$ cat src/rtl/turn_sequencer.sv
// Player-side win-check sequencer: pick edge -> one-cycle B issue -> W sample -> continue/pass/done.
// Latency: B one cycle after the pick edge, W sampled one cycle later; optional idle timeout via `TURN_TIMEOUT_EN.
module turn_sequencer #(
    parameter int NUM_TILES = 24,
    parameter int GOAL_POS  = 23,
    parameter int TIMEOUT   = 1000000
) (
    input  logic       clk,
    input  logic       rst,
    input  logic       pick,
    input  logic [4:0] sel,
    input  logic       W,
    input  logic [4:0] afterposition_data,
    output logic [1:0] T,
    output logic [4:0] N,
    output logic       B,
    output logic       busy,
    output logic       reject,
    output logic       game_over,
    output logic [1:0] winner
);

    typedef enum logic [2:0] {IDLE, ISSUE, RESULT, PASS, DONE} state_t;

    localparam logic [5:0] TILE_LIM = 6'(NUM_TILES);
    localparam logic [4:0] GOAL     = 5'(GOAL_POS);

    state_t      state;
    logic        pick_q;
    logic        pick_edge;
    logic        sel_ok;
    logic        to_hit;
    // Bits at and above NUM_TILES are never set, so indexing by any 5-bit value is safe.
    logic [31:0] mask;

    assign pick_edge = pick & ~pick_q;
    assign sel_ok    = ({1'b0, sel} < TILE_LIM) && !mask[sel];

`ifdef TURN_TIMEOUT_EN
    logic [31:0] to_cnt;

    assign to_hit = (state == IDLE) && (to_cnt == 32'(TIMEOUT - 1));

    always_ff @(posedge clk) begin
        if (!rst) begin
            to_cnt <= '0;
        end else if (state != IDLE || pick_edge || to_hit) begin
            to_cnt <= '0;
        end else begin
            to_cnt <= to_cnt + 32'd1;
        end
    end
`else
    // TIMEOUT is only meaningful with the timeout build; IDLE waits forever here.
    assign to_hit = 1'b0 && (TIMEOUT > 0);
`endif

    always_ff @(posedge clk) begin
        if (!rst) begin
            state     <= IDLE;
            pick_q    <= 1'b0;
            mask      <= '0;
            T         <= '0;
            N         <= '0;
            B         <= 1'b0;
            busy      <= 1'b0;
            reject    <= 1'b0;
            game_over <= 1'b0;
            winner    <= '0;
        end else begin
            pick_q <= pick;
            B      <= 1'b0;
            reject <= 1'b0;
            case (state)
                IDLE: begin
                    // A pick edge takes precedence over a coincident timeout.
                    if (pick_edge) begin
                        if (sel_ok) begin
                            N     <= sel;
                            B     <= 1'b1;
                            busy  <= 1'b1;
                            state <= ISSUE;
                        end else begin
                            reject <= 1'b1;
                        end
                    end else if (to_hit) begin
                        state <= PASS;
                    end
                end
                ISSUE: begin
                    mask[N] <= 1'b1;
                    state   <= RESULT;
                end
                RESULT: begin
                    busy <= 1'b0;
                    if (W) begin
                        if (afterposition_data >= GOAL) begin
                            winner    <= T;
                            game_over <= 1'b1;
                            state     <= DONE;
                        end else begin
                            state <= IDLE;
                        end
                    end else begin
                        state <= PASS;
                    end
                end
                PASS: begin
                    T     <= T + 2'd1;
                    mask  <= '0;
                    state <= IDLE;
                end
                DONE: begin
                    state <= DONE;
                end
                default: begin
                    state <= IDLE;
                end
            endcase
        end
    end

endmodule
$ cat config.mk
export PLATFORM = sky130hd
export DESIGN_NAME = turn_sequencer
export DESIGN_NICKNAME = d
export VERILOG_FILES = /design/src/rtl/turn_sequencer.sv
export SDC_FILE = /design/constraint.sdc
export NUM_CORES = 1
export LEC_CHECK = 0
export ABC_AREA = 1
export BUFFER_PORTS_ARGS = -buffer_cell sky130_fd_sc_hd__buf_2
export CAP_MARGIN = 25
export CORE_ASPECT_RATIO = 1.2
export CORE_MARGIN = 2
export CORE_UTILIZATION = 30
export CTS_CLUSTER_SIZE = 20
export DETAILED_ROUTE_END_ITERATION = 8
export GPL_ROUTABILITY_DRIVEN = 0
export PLACE_DENSITY = 0.49
export SETUP_SLACK_MARGIN = 0.5
export SYNTH_ARGS = -nofsm -noshare
export SYNTH_HDL_FRONTEND = slang
export SYNTH_SLANG_ARGS = --single-unit
$ cat constraint.sdc
create_clock -name clk -period 3.1 [get_ports clk]
set_input_delay 0.155 -clock clk [delete_from_list [all_inputs] [get_ports clk]]
set_output_delay 0.155 -clock clk [all_outputs]
set_load 0.02 [all_outputs]
Yosys cells after proc, flatten, opt, wreduce, memory -nomap -nowiden
Index checks and enable logic that the tools add are counted.
Operators by class
  muxes and demuxes: 15
  $add $sub $neg: 1
  reductions and logical operators: 11
  equality and inequality tests: 6
  $lt $le $gt $ge: 5
  bitwise operators: 3
Operators by type and width (number)
  $pmux 32 s2: 1
  $or 32x32->32: 1
  $lt 5x6->1 const B: 2
  $mux 3: 4
  $pmux 3 s4: 1
  $reduce_and 3->1: 4
  $eq 3x2->1 const B: 2
  $mux 1: 6
  $bmux 1 s5: 1
  $demux 1 s5: 1
  $ge 5x1->1 const B: 1
  $ge 5x5->1 const B: 1
  $lt 5x5->1 const B: 1
  $ne 2x2->1 const B: 2
  $reduce_bool 2->1: 2
  $eq 3x1->1 const B: 1
  $eq 3x3->1 const B: 1
  $logic_not 3->1: 1
  $add 2x1->2 const B: 1
  $logic_and 1x1->1: 2
  $pmux 1 s2: 1
  $reduce_and 2->1: 1
  $and 1x1->1: 1
  $logic_not 1->1: 1
  $not 1->1: 1
Word-level totals
  flip-flop bits (word level): 49
  output and inout bits: 13
  logic and storage cells: 51
  input port bits: 14

Depth between registers and ports, before layout
Gate-level depths: netlist of the first run.
  word-level depth: 7
  depth in mapped cells: 13
  gate-level depth less buffers: 12

Least setup slack after synthesis of the first run
OpenSTA, ideal clock, no wires.
  path type: register -> register
  start point: register state[0]
  end point: register N[0]
  slack: 1.773 ns
  period minus slack after synthesis: 1.327 ns
  data required time: 3.036 ns
  stages on the path, launching flop included: 8
  library setup time: 0.064 ns
  arrival time: 1.263 ns
  buffers on the path: 0
  cell sequence: dfxtp_1 -> nor2_1 -> inv_2 -> nor2_1 -> nand4_2 -> nand2_1 -> inv_1 -> nor2_1
Between the ends
  cells in the longest elaborated chain, start to end: 2
Ends and longest elaborated chain
  start, declared: RTL line 28  | state_t state;
  start signal, assigned: RTL line 60  | state <= IDLE;
  start signal, assigned: RTL line 82  | state <= ISSUE;
  start signal, assigned: RTL line 87  | state <= PASS;
  $logic_not 3->1: RTL line 74  | case (state)
  $reduce_and 3->1 (no line)
  end signal, assigned: RTL line 79  | N <= sel;
  end, declared: RTL line 15  | output logic [4:0] N,
Every way passes these cells.
A chain may end at the register's enable or synchronous reset.

Worst setup path after layout of the first run
  start point: register state[2]
  end point: register N[1]
Same word-level chain as after synthesis.

==> run_results.csv, run 1 <==
group,metric,value,unit
status,status,"finished clean",
detailed_routing,drt-initial-drc-count,74,
detailed_routing,post-route-drc-count,0,
floorplan,dieArea,6450,um2
cells_and_area,final_cell_area,2050,um2
clock_tree,cts_buffer_depth,2,
cells_and_area,layout-drive-gt1-share,17.5,%
worst_setup_path,endpoint_kind,"flip-flop",
clock_tree,cts_tree,"built",
logic_synthesis,avgSynthCellArea,7.10,um2
sta,max_slew_margin,60.5,%
power_and_ir_drop,ir_worst_vdd,0.000265,V
worst_setup_path,worst-setup-path-type,"flip-flop to flip-flop",
worst_setup_path,crit_path_max_fanout,8,
grt,grt_overflow,0,
cells_and_area,insertedDiodeCount,0,
detailed_routing,wire_per_inst,12.8,um
detailed_routing,ant_nets,0,
floorplan,initial_core_util,31.0,%
placement,port_buffers,26,
floorplan,die_x,73.7,um
worst_setup_path,rrSetupSlack,1.46,ns
clock_tree,postCtsSetupBuffers,0,
worst_setup_path,cp.required,3.34,ns
clock_tree,cts_hold_buf,0,
logic_synthesis,yosysSeqAreaShare,47.0,%
clock_tree,cts-root-buf,"clkbuf_8",
sta,hold_violations,0,
sta,final.min_clock_period,1.64,ns
clock_tree,clock_latency,0.30,ns
worst_setup_path,reg2reg_from,"state[2]",
sta,fin_skew,0.0113,ns
min_path,min_path_cells,3,
sta,finalSetupViolations,0,
placement,hpwl,3110,um
min_path,min_from,"pick",
clock_tree,htree_levels,2,
power_and_ir_drop,p_leak,0.906,nW
cells_and_area,stdcell_count,339,
clock_tree,cts_resized,0,
sta,max_freq,608,MHz
cells_and_area,fin_util,36.4,%
detailed_routing,viasPerCell,4.81,
placement,place_inst,331,
sta,rsz0062_at_grt,"false",
sta,finalSetupTns,0,ns
grt,grt_pass1_vias,1483,
sta,slew_violations,0,
logic_synthesis,synth-seq-cells,41,
grt,grt_max_degree,25,
min_path,min_to,"pick_q",
logic_synthesis,synth_area,1750,um2
logic_synthesis,synth_cells,246,
floorplan,num_rows,30,
worst_setup_path,rr_endpoint,"N[1]",
clock_tree,cts_made_buffers,5,
placement,place_area,1930,um2
grt,grtUsageTotal,14.6,%
worst_setup_path,arrival,1.89,ns
floorplan,coreArea,5630,um2
clock_tree,clock_sinks,41,
run,drv_cap,0,
logic_synthesis,yosys_warnings,0,
worst_setup_path,reg2regPathDepth,7,
logic_synthesis,netlist-cell-type-count,20,
floorplan,die_h,87.6,um
grt,grt_pass1_wl,6990,um
detailed_routing,wl,4360,um
grt,antenna_found_initial,0,
detailed_routing,dr.pass1.iters,4,
sta,tightestPinTransition,0.591,ns
cells_and_area,final_nets,288,
clock_tree,path_clk_slew,0.08,ns
floorplan,io_pins,27,
worst_setup_path,cp-start-kind,"flip-flop",
logic_synthesis,syn_nets,260,
min_path,hold_class,"input pin to flip-flop",
sta,post-route-period-util,53.1,%
cells_and_area,syn2layout_area_growth,17.2,%
detailed_routing,via_count,1629,
power_and_ir_drop,pwr_density_cell,589,nW/um2
registers in the layout, indices dropped and copies added (netlist names):
register,cells
busy,1
winner,2
N,5
reject,1
state,3
B,1
pick_q,1
game_over,1
T,2
mask,24
layout by cell type (no fill, tap or decap), types with 2 or more instances in the layout:
master / instances
nand2_1: 52
nor2_1: 42
dfxtp_1: 41
a21oi_1: 31
buf_2: 26
inv_1: 19
nand3_1: 17
nand4_1: 8
inv_2: 7
nor3_1: 6
clkbuf_8: 6
o21ai_1: 5
nor3_2: 4
o211ai_1: 2
o21ai_0: 2
cells by family after synthesis:
family,after synthesis,synth area share [%]
and+or+nand+nor,131,33.0
buffers and inverters,33,7.74
AOI/OAI and AO/OA,41,12.2
DFF,41,47.0
routing by layer:
| layer | GRT usage (%) | vias to the layer above | part of all wire, % |
|---|---|---|---|
| li1 | - | 857 | - |
| met1 | 17.4 | 725 | 47 |
| met2 | 23.1 | 39 | 46 |
| met3 | 4.49 | 8 | 4.9 |
| met4 | 8.26 | 0 | 2.6 |
| met5 | 0 | - | 0 |
worst max-delay path by stage:
| stage | from | to | slack, ns | cells past startpoint |
|---|---|---|---|---|
| global placement | state[0] | N[0] | 1.53 | 7 |
| CTS | state[0] | N[2] | 1.46 | 7 |
| detailed placement | state[0] | N[3] | 1.47 | 7 |
| floorplan | state[0] | N[0] | 1.77 | 7 |
| finish | state[2] | N[1] | 1.46 | 7 |
| global route | state[0] | N[3] | 1.26 | 7 |
synth_stat cells (all sizes together):
cell type   n  area (um2)
a21oi      31         155
a31o        1        8.76
buf         2        18.8
clkbuf      4        15.0
clkinv      1        3.75
dfxtp      41         821
inv        26        97.6
nand2      53         201
nand3      17        85.1
nand4       9        62.6
nor2       42         158
nor3       10        70.1
o211ai      2        15.0
o21ai       7        35.0
power breakdown:
group          switching [W]  total [W]  internal (W)
clock network       0.000187   0.000450      0.000263
registers          0.0000206   0.000569      0.000548
logic               0.000132   0.000187     0.0000546
total               0.000340    0.00121      0.000866
cell type report:
| cell class | instances | area, um2 |
|---|---|---|
| flip-flops and latches | 41 | 821 |
| inverters | 27 | 101 |
| well taps | 64 | 80.1 |
| multi-input cells | 172 | 791 |
| repair buffers | 27 | 138 |
| fillers | 623 | 3580 |
| clock buffers | 7 | 86.3 |
| clock inverters | 1 | 30.0 |
per-stage QoR:
| stage | setup WS (ns) | hold WS, ns | total power (W) |
|---|---|---|---|
| after floorplan | 1.77 | 0.248 | 0.000710 |
| after global placement | 1.53 | 0.353 | 0.000768 |
| after detailed placement | 1.47 | 0.354 | 0.000768 |
| after CTS | 1.46 | 0.0444 | 0.00122 |
| after global routing | 1.26 | 0.0700 | 0.00127 |
| final | 1.46 | 0.0477 | 0.00121 |
critical path, stage by stage (launching register included):
cell and delay [ns]:
dfxtp_1 0.33, nor2_1 0.18, inv_2 0.07, nor2_1 0.42
nand4_2 0.33, nand2_1 0.13, inv_1 0.04, nor2_1 0.09
No activity file was read; power rests on OpenSTA's default activity.
==> run 2: changes to the inputs <==
--- a/config.mk
+++ b/config.mk
@@ -14,7 +14,7 @@
 export CTS_CLUSTER_SIZE = 20
 export DETAILED_ROUTE_END_ITERATION = 8
 export GPL_ROUTABILITY_DRIVEN = 0
-export PLACE_DENSITY = 0.49
+export PLACE_DENSITY = 0.5
 export SETUP_SLACK_MARGIN = 0.5
 export SYNTH_ARGS = -nofsm -noshare
 export SYNTH_HDL_FRONTEND = slang
==> constraint.sdc (replaced) <==
create_clock -name clk -period 1.4 [get_ports clk]
set_input_delay 0.07 -clock clk [delete_from_list [all_inputs] [get_ports clk]]
set_output_delay 0.07 -clock clk [all_outputs]
set_load 0.02 [all_outputs]
==> run 2 against run 1 <==
Compared with the run above: clock-buffer cell count is 1 lower; via count up 5.3%; first-iteration DRC count is the same; clock power rose by 66%; power up 110%; global-route usage up 1.2 points; clock skew decreased by 0.0050 ns; wire length grew 9.2%; final cell count up 3.5%; core utilization increased by 3.9 points; highest routed layer unchanged.
==> run_results.csv, run 2 (synthesis results as in run 1) <==
group,metric,value,unit
detailed_routing,wl,4760,um
clock_tree,clock_sinks,41,
grt,grt_pass1_vias,1729,
status,status,"finished clean",
run,drv_cap,0,
floorplan,coreArea,5630,um2
power_and_ir_drop,pwr_density_cell,1130,nW/um2
grt,grt_overflow,0,
worst_setup_path,reg2regPathDepth,11,
grt,grt_pass1_wl,7850,um
worst_setup_path,cp_cell_sequence,"inv_2 > nand2_1 > o211ai_1 > nand2_1 > nand2_2 > nand3_1 > nand2_2 > nand4_4 > nand2_1 > inv_1 > nor2_1",
clock_tree,cts-root-buf,"clkbuf_8",
placement,place_inst,341,
power_and_ir_drop,p_leak,0.983,nW
floorplan,io_pins,27,
cells_and_area,final_nets,300,
placement,port_buffers,26,
clock_tree,path_clk_slew,0.08,ns
placement,hpwl,3450,um
cells_and_area,insertedDiodeCount,0,
grt,antenna_found_initial,0,
cells_and_area,syn2layout_area_growth,29.9,%
sta,hold_violations,0,
sta,rsz0062_at_grt,"true",
clock_tree,cts_tree,"built",
min_path,hold_class,"input pin to flip-flop",
min_path,min_from,"W",
sta,fin_skew,0.00625,ns
clock_tree,cts_buffer_depth,2,
detailed_routing,dr.pass1.iters,4,
worst_setup_path,critPathBufInv,2,
worst_setup_path,rr_endpoint,"N[2]",
worst_setup_path,arrival,1.51,ns
worst_setup_path,cp_slowest_stage_delay,0.32,ns
sta,finalSetupViolations,0,
power_and_ir_drop,ir_worst_vdd,0.000421,V
sta,post-route-period-util,91.9,%
cells_and_area,largest_reg_flops,24,
detailed_routing,viasPerCell,4.89,
worst_setup_path,cp_slowest_cell,"dfxtp_2",
worst_setup_path,critical-path-top-delay-family,"simple AND/OR/NAND/NOR gates",
cells_and_area,layout-drive-gt1-share,30.0,%
clock_tree,clock_latency,0.29,ns
sta,max_freq,777,MHz
sta,max_slew_margin,68.1,%
placement,place_area,2080,um2
floorplan,num_rows,30,
sta,final.min_clock_period,1.29,ns
grt,grtUsageTotal,15.7,%
detailed_routing,via_count,1715,
worst_setup_path,reg2reg_from,"mask[19]",
min_path,min_to,"state[1]",
worst_setup_path,cp.required,1.62,ns
floorplan,initial_core_util,31.0,%
cells_and_area,stdcell_count,351,
worst_setup_path,worst-setup-path-type,"flip-flop to flip-flop",
detailed_routing,post-route-drc-count,0,
cells_and_area,final_cell_area,2270,um2
cells_and_area,top_regs,"mask: 24 flops, N: 5 flops, state: 3 flops",
cells_and_area,layout_common_cells,"nand2_1 (49), nor2_1 (36), a21oi_1 (31)",
worst_setup_path,rrSetupSlack,0.11,ns
worst_setup_path,crit_path_max_fanout,7,
sta,slew_violations,0,
floorplan,die_x,73.7,um
floorplan,die_h,87.6,um
clock_tree,htree_levels,2,
worst_setup_path,endpoint_kind,"flip-flop",
worst_setup_path,cp-start-kind,"flip-flop",
detailed_routing,ant_nets,0,
min_path,min_path_cells,4,
cells_and_area,final_common_cell,"nand2_1",
cells_and_area,regMostFlops,"mask",
floorplan,dieArea,6450,um2
detailed_routing,wire_per_inst,13.6,um
sta,tightestPinTransition,0.475,ns
clock_tree,cts_made_buffers,5,
grt,grt_max_degree,25,
detailed_routing,drt-initial-drc-count,74,
worst_setup_path,crit_top_cell,"nand2_1",
run 2: timing repair:
| item | in CTS | in global routing |
|---|---|---|
| setup buffers | 1 | 0 |
| pin swaps | 5 | 7 |
| hold buffers | 1 | 0 |
| endpoints found under the setup margin | 46 | 46 |
| gates resized for setup | 22 | 10 |
| endpoints found under the hold margin | 1 | 0 |
run 2: where the power goes:
part / total (W) / switching, W / internal (W)
registers: 0.00128 / 0.0000619 / 0.00122
logic: 0.000536 / 0.000339 / 0.000198
clock network: 0.000747 / 0.000402 / 0.000346
run 2: tightest hold or removal path: stages:
cell,delay (ns)
buf_2,0.09
inv_1,0.04
nand2_1,0.06
a21oi_1,0.05
run 2: layer usage:
layer	global-route usage (%)	wire length, um
met4	5.45	72
met5	0	0
met2	27.2	2350
met3	3.34	182
met1	19.2	2160
run 2: through the flow:
stage | util, % | setup slack [ns] | hold slack [ns] | setup TNS [ns] | total power [W]
2_1_floorplan | - | 0.305 | 0.163 | 0 | 0.00162
3_3_place_gp | 36.9 | 0.0697 | 0.266 | 0 | 0.00179
3_5_place_dp | 36.9 | 0.0909 | 0.271 | 0 | 0.00179
4_1_cts | 39.8 | 0.126 | 0.0440 | 0 | 0.00259
5_1_grt | 40.3 | -0.0318 | 0.0750 | -0.0911 | 0.00271
6_report | 40.3 | 0.113 | 0.0476 | 0 | 0.00256
run 2: how the worst max path moves through the flow:
stage              from  endpoint  slack (ns)  depth (start not counted)
2_1_floorplan  state[0]  mask[10]        0.30                          6
3_3_place_gp     sel[0]      N[0]        0.07                         13
3_5_place_dp     sel[0]      N[0]        0.09                         13
4_1_cts        mask[19]      N[2]        0.13                         11
5_1_grt        mask[17]      N[1]       -0.03                         11
6_report       mask[19]      N[2]        0.11                         11
run 2: layout make-up:
class / instances / area (um2)
clock buffers: 6 / 72.6
clock inverters: 2 / 10.0
fillers: 599 / 3360
inverters: 27 / 104
multi-input cells: 172 / 880
flip-flops and latches: 41 / 846
well taps: 64 / 80.1
repair buffers: 39 / 277
==> run 3: changes to the inputs <==
--- a/config.mk
+++ b/config.mk
@@ -14,7 +14,7 @@
 export CTS_CLUSTER_SIZE = 20
 export DETAILED_ROUTE_END_ITERATION = 8
 export GPL_ROUTABILITY_DRIVEN = 0
-export PLACE_DENSITY = 0.5
+export PLACE_DENSITY = 0.49
 export SETUP_SLACK_MARGIN = 0.5
 export SYNTH_ARGS = -nofsm -noshare
 export SYNTH_HDL_FRONTEND = slang
==> constraint.sdc (replaced) <==
create_clock -name clk -period 1.6 [get_ports clk]
set_input_delay 0.08 -clock clk [delete_from_list [all_inputs] [get_ports clk]]
set_output_delay 0.08 -clock clk [all_outputs]
set_load 0.02 [all_outputs]
==> run 3 against run 2 <==
Compared with the run above: hold slack better by 0.018 ns; register-to-register slack better by 0.19 ns; die area is the same; largest cell class unchanged; wire length decreased by 1.1%; global-route usage fell by 0.57 points; sequential share of layout area shrank 0.84 points; highest routed layer unchanged; clock skew grew 0.0043 ns; design area rose by 2.2%; critical path type unchanged; setup slack better by 0.19 ns; core utilization up 0.87 points; sequential power fell by 12%.
==> run_results.csv, run 3 (synthesis results as in run 1) <==
group,metric,value,unit
status,status,"finished clean",
sta,max_slew_margin,79.2,%
cells_and_area,insertedDiodeCount,0,
grt,grt_max_degree,25,
placement,place_inst,337,
worst_setup_path,rr_endpoint,"N[3]",
detailed_routing,ant_nets,0,
clock_tree,clock_latency,0.30,ns
worst_setup_path,cp_cell_sequence,"nand2_2 > nand3_2 > nand3_1 > nand2_1 > nand2_2 > nand2_2 > nand2_2 > nand4_4 > nand2_1 > inv_1 > nor2_1",
power_and_ir_drop,p_leak,1.01,nW
cells_and_area,largest_reg_flops,24,
grt,grt_pass1_wl,7460,um
sta,fin_skew,0.0105,ns
detailed_routing,via_count,1720,
worst_setup_path,endpoint_kind,"flip-flop",
worst_setup_path,rrSetupSlack,0.30,ns
power_and_ir_drop,power.switching,0.000736,W
cells_and_area,final_nets,300,
sta,finalSetupViolations,0,
floorplan,initial_core_util,31.0,%
sta,hold_ws,0.0659,ns
grt,antenna_found_initial,0,
grt,grtUsageTotal,15.2,%
cells_and_area,syn2layout_area_growth,32.7,%
cells_and_area,layout_common_cells,"nand2_1 (46), nor2_1 (36), a21oi_1 (31)",
floorplan,die_x,73.7,um
clock_tree,path_clk_slew,0.08,ns
sta,hold_violations,0,
power_and_ir_drop,p_comb_share,19.3,%
worst_setup_path,cp_slowest_cell,"dfxtp_2",
min_path,hold_class,"input pin to flip-flop",
worst_setup_path,worst-setup-path-type,"flip-flop to flip-flop",
worst_setup_path,cp_slowest_stage_delay,0.33,ns
clock_tree,htree_levels,2,
sta,final.min_clock_period,1.30,ns
cells_and_area,regMostFlops,"mask",
worst_setup_path,crit_top_cell,"nand2_2",
worst_setup_path,arrival,1.53,ns
worst_setup_path,cp.required,1.84,ns
power_and_ir_drop,pwr-share-clk,35.4,%
clock_tree,cts-root-buf,"clkbuf_8",
floorplan,num_rows,30,
floorplan,die_h,87.6,um
cells_and_area,final_common_cell,"nand2_1",
sta,max_freq,771,MHz
sta,slew_violations,0,
clock_tree,cts_made_buffers,5,
worst_setup_path,reg2regPathDepth,11,
detailed_routing,wl,4710,um
cells_and_area,fin_util,41.2,%
power_and_ir_drop,pwr-share-seq,45.3,%
power_and_ir_drop,pwr_density_cell,1070,nW/um2
placement,hpwl,3280,um
power_and_ir_drop,p_total,0.00248,W
grt,grt_pass1_vias,1505,
floorplan,io_pins,27,
worst_setup_path,cp-startpoint,"mask[13]",
sta,rsz0062_at_grt,"true",
floorplan,dieArea,6450,um2
worst_setup_path,endpoint,"N[3]",
power_and_ir_drop,ir_worst_vdd,0.000445,V
detailed_routing,wire_per_inst,13.4,um
detailed_routing,post-route-drc-count,0,
run,drv_cap,0,
cells_and_area,stdcell_count,351,
clock_tree,clock_sinks,41,
sta,post-route-period-util,81.1,%
worst_setup_path,reg2reg_from,"mask[13]",
clock_tree,cts_buffer_depth,2,
grt,grt_overflow,0,
worst_setup_path,cp-start-kind,"flip-flop",
cells_and_area,top_regs,"mask: 24 flops, N: 5 flops, state: 3 flops",
clock_tree,cts_tree,"built",
detailed_routing,dr.pass1.iters,4,
detailed_routing,viasPerCell,4.90,
sta,tightestPinTransition,0.310,ns
worst_setup_path,crit_path_max_fanout,7,
placement,port_buffers,26,
power_and_ir_drop,internal_power,0.00175,W
power_and_ir_drop,p_sw_share,29.6,%
sta,finalSetupTns,0,ns
floorplan,coreArea,5630,um2
cells_and_area,layout-drive-gt1-share,34.8,%
detailed_routing,drt-initial-drc-count,106,
==> run 3: area by class of cell <==
cell class              count  area, um2
repair buffers             39        246
flip-flops and latches     41        845
clock buffers               7       86.3
well taps                  64       80.1
inverters                  27        106
clock inverters             1       30.0
fillers                   604       3310
multi-input cells         172        923
==> run 3: worst max-delay path, delay by kind of cell (launching register included) <==
kind	cells	cell delay (ns)
AND/OR/NAND/NOR	10	0.88
buffers and inverters	1	0.04
flip-flops	1	0.33
==> run 3: power by group through the flow <==
stage                     combinational, W  clock [W]  sequential (W)
final                             0.000480   0.000879         0.00113
after global routing              0.000530   0.000941         0.00113
after CTS                         0.000433   0.000903         0.00112
after detailed placement          0.000391          0         0.00113
after global placement            0.000394          0         0.00114
after floorplan                   0.000248          0         0.00115
==> run 3: worst min-delay path by stage <==
stage               startpoint  endpoint  depth (start not counted)
floorplan                 pick    pick_q                          2
global placement          pick    pick_q                          3
detailed placement        pick    pick_q                          3
CTS                          W  state[1]                          4
global route                 W  state[1]                          4
finish                       W  state[1]                          4
==> run 3: per-layer routing <==
| layer | global-route usage, % | part of all wire, % | vias up |
|---|---|---|---|
| met4 | 5.45 | 1.6 | 0 |
| met3 | 3.45 | 5.6 | 8 |
| met2 | 23.8 | 48 | 54 |
| met1 | 20.4 | 45 | 771 |
| li1 | - | - | 887 |
| met5 | 0 | 0 | - |
==> run 3: what timing repair did <==
action,in CTS,in global routing
resized for setup,18,30
endpoints found under the setup margin,37,38
setup buffers,4,1
pin swaps,13,16
endpoints found under the hold margin,1,0
gates cloned,0,0
hold buffers,1,0
==> run 3: through the flow <==
| stage | instance area [um2] | setup slack, ns |
|---|---|---|
| detailed placement | 2020 | 0.187 |
| global route | 2320 | 0.197 |
| floorplan | 1790 | 0.468 |
| finish | 2320 | 0.302 |
| CTS | 2210 | 0.360 |
| global placement | 2020 | 0.181 |
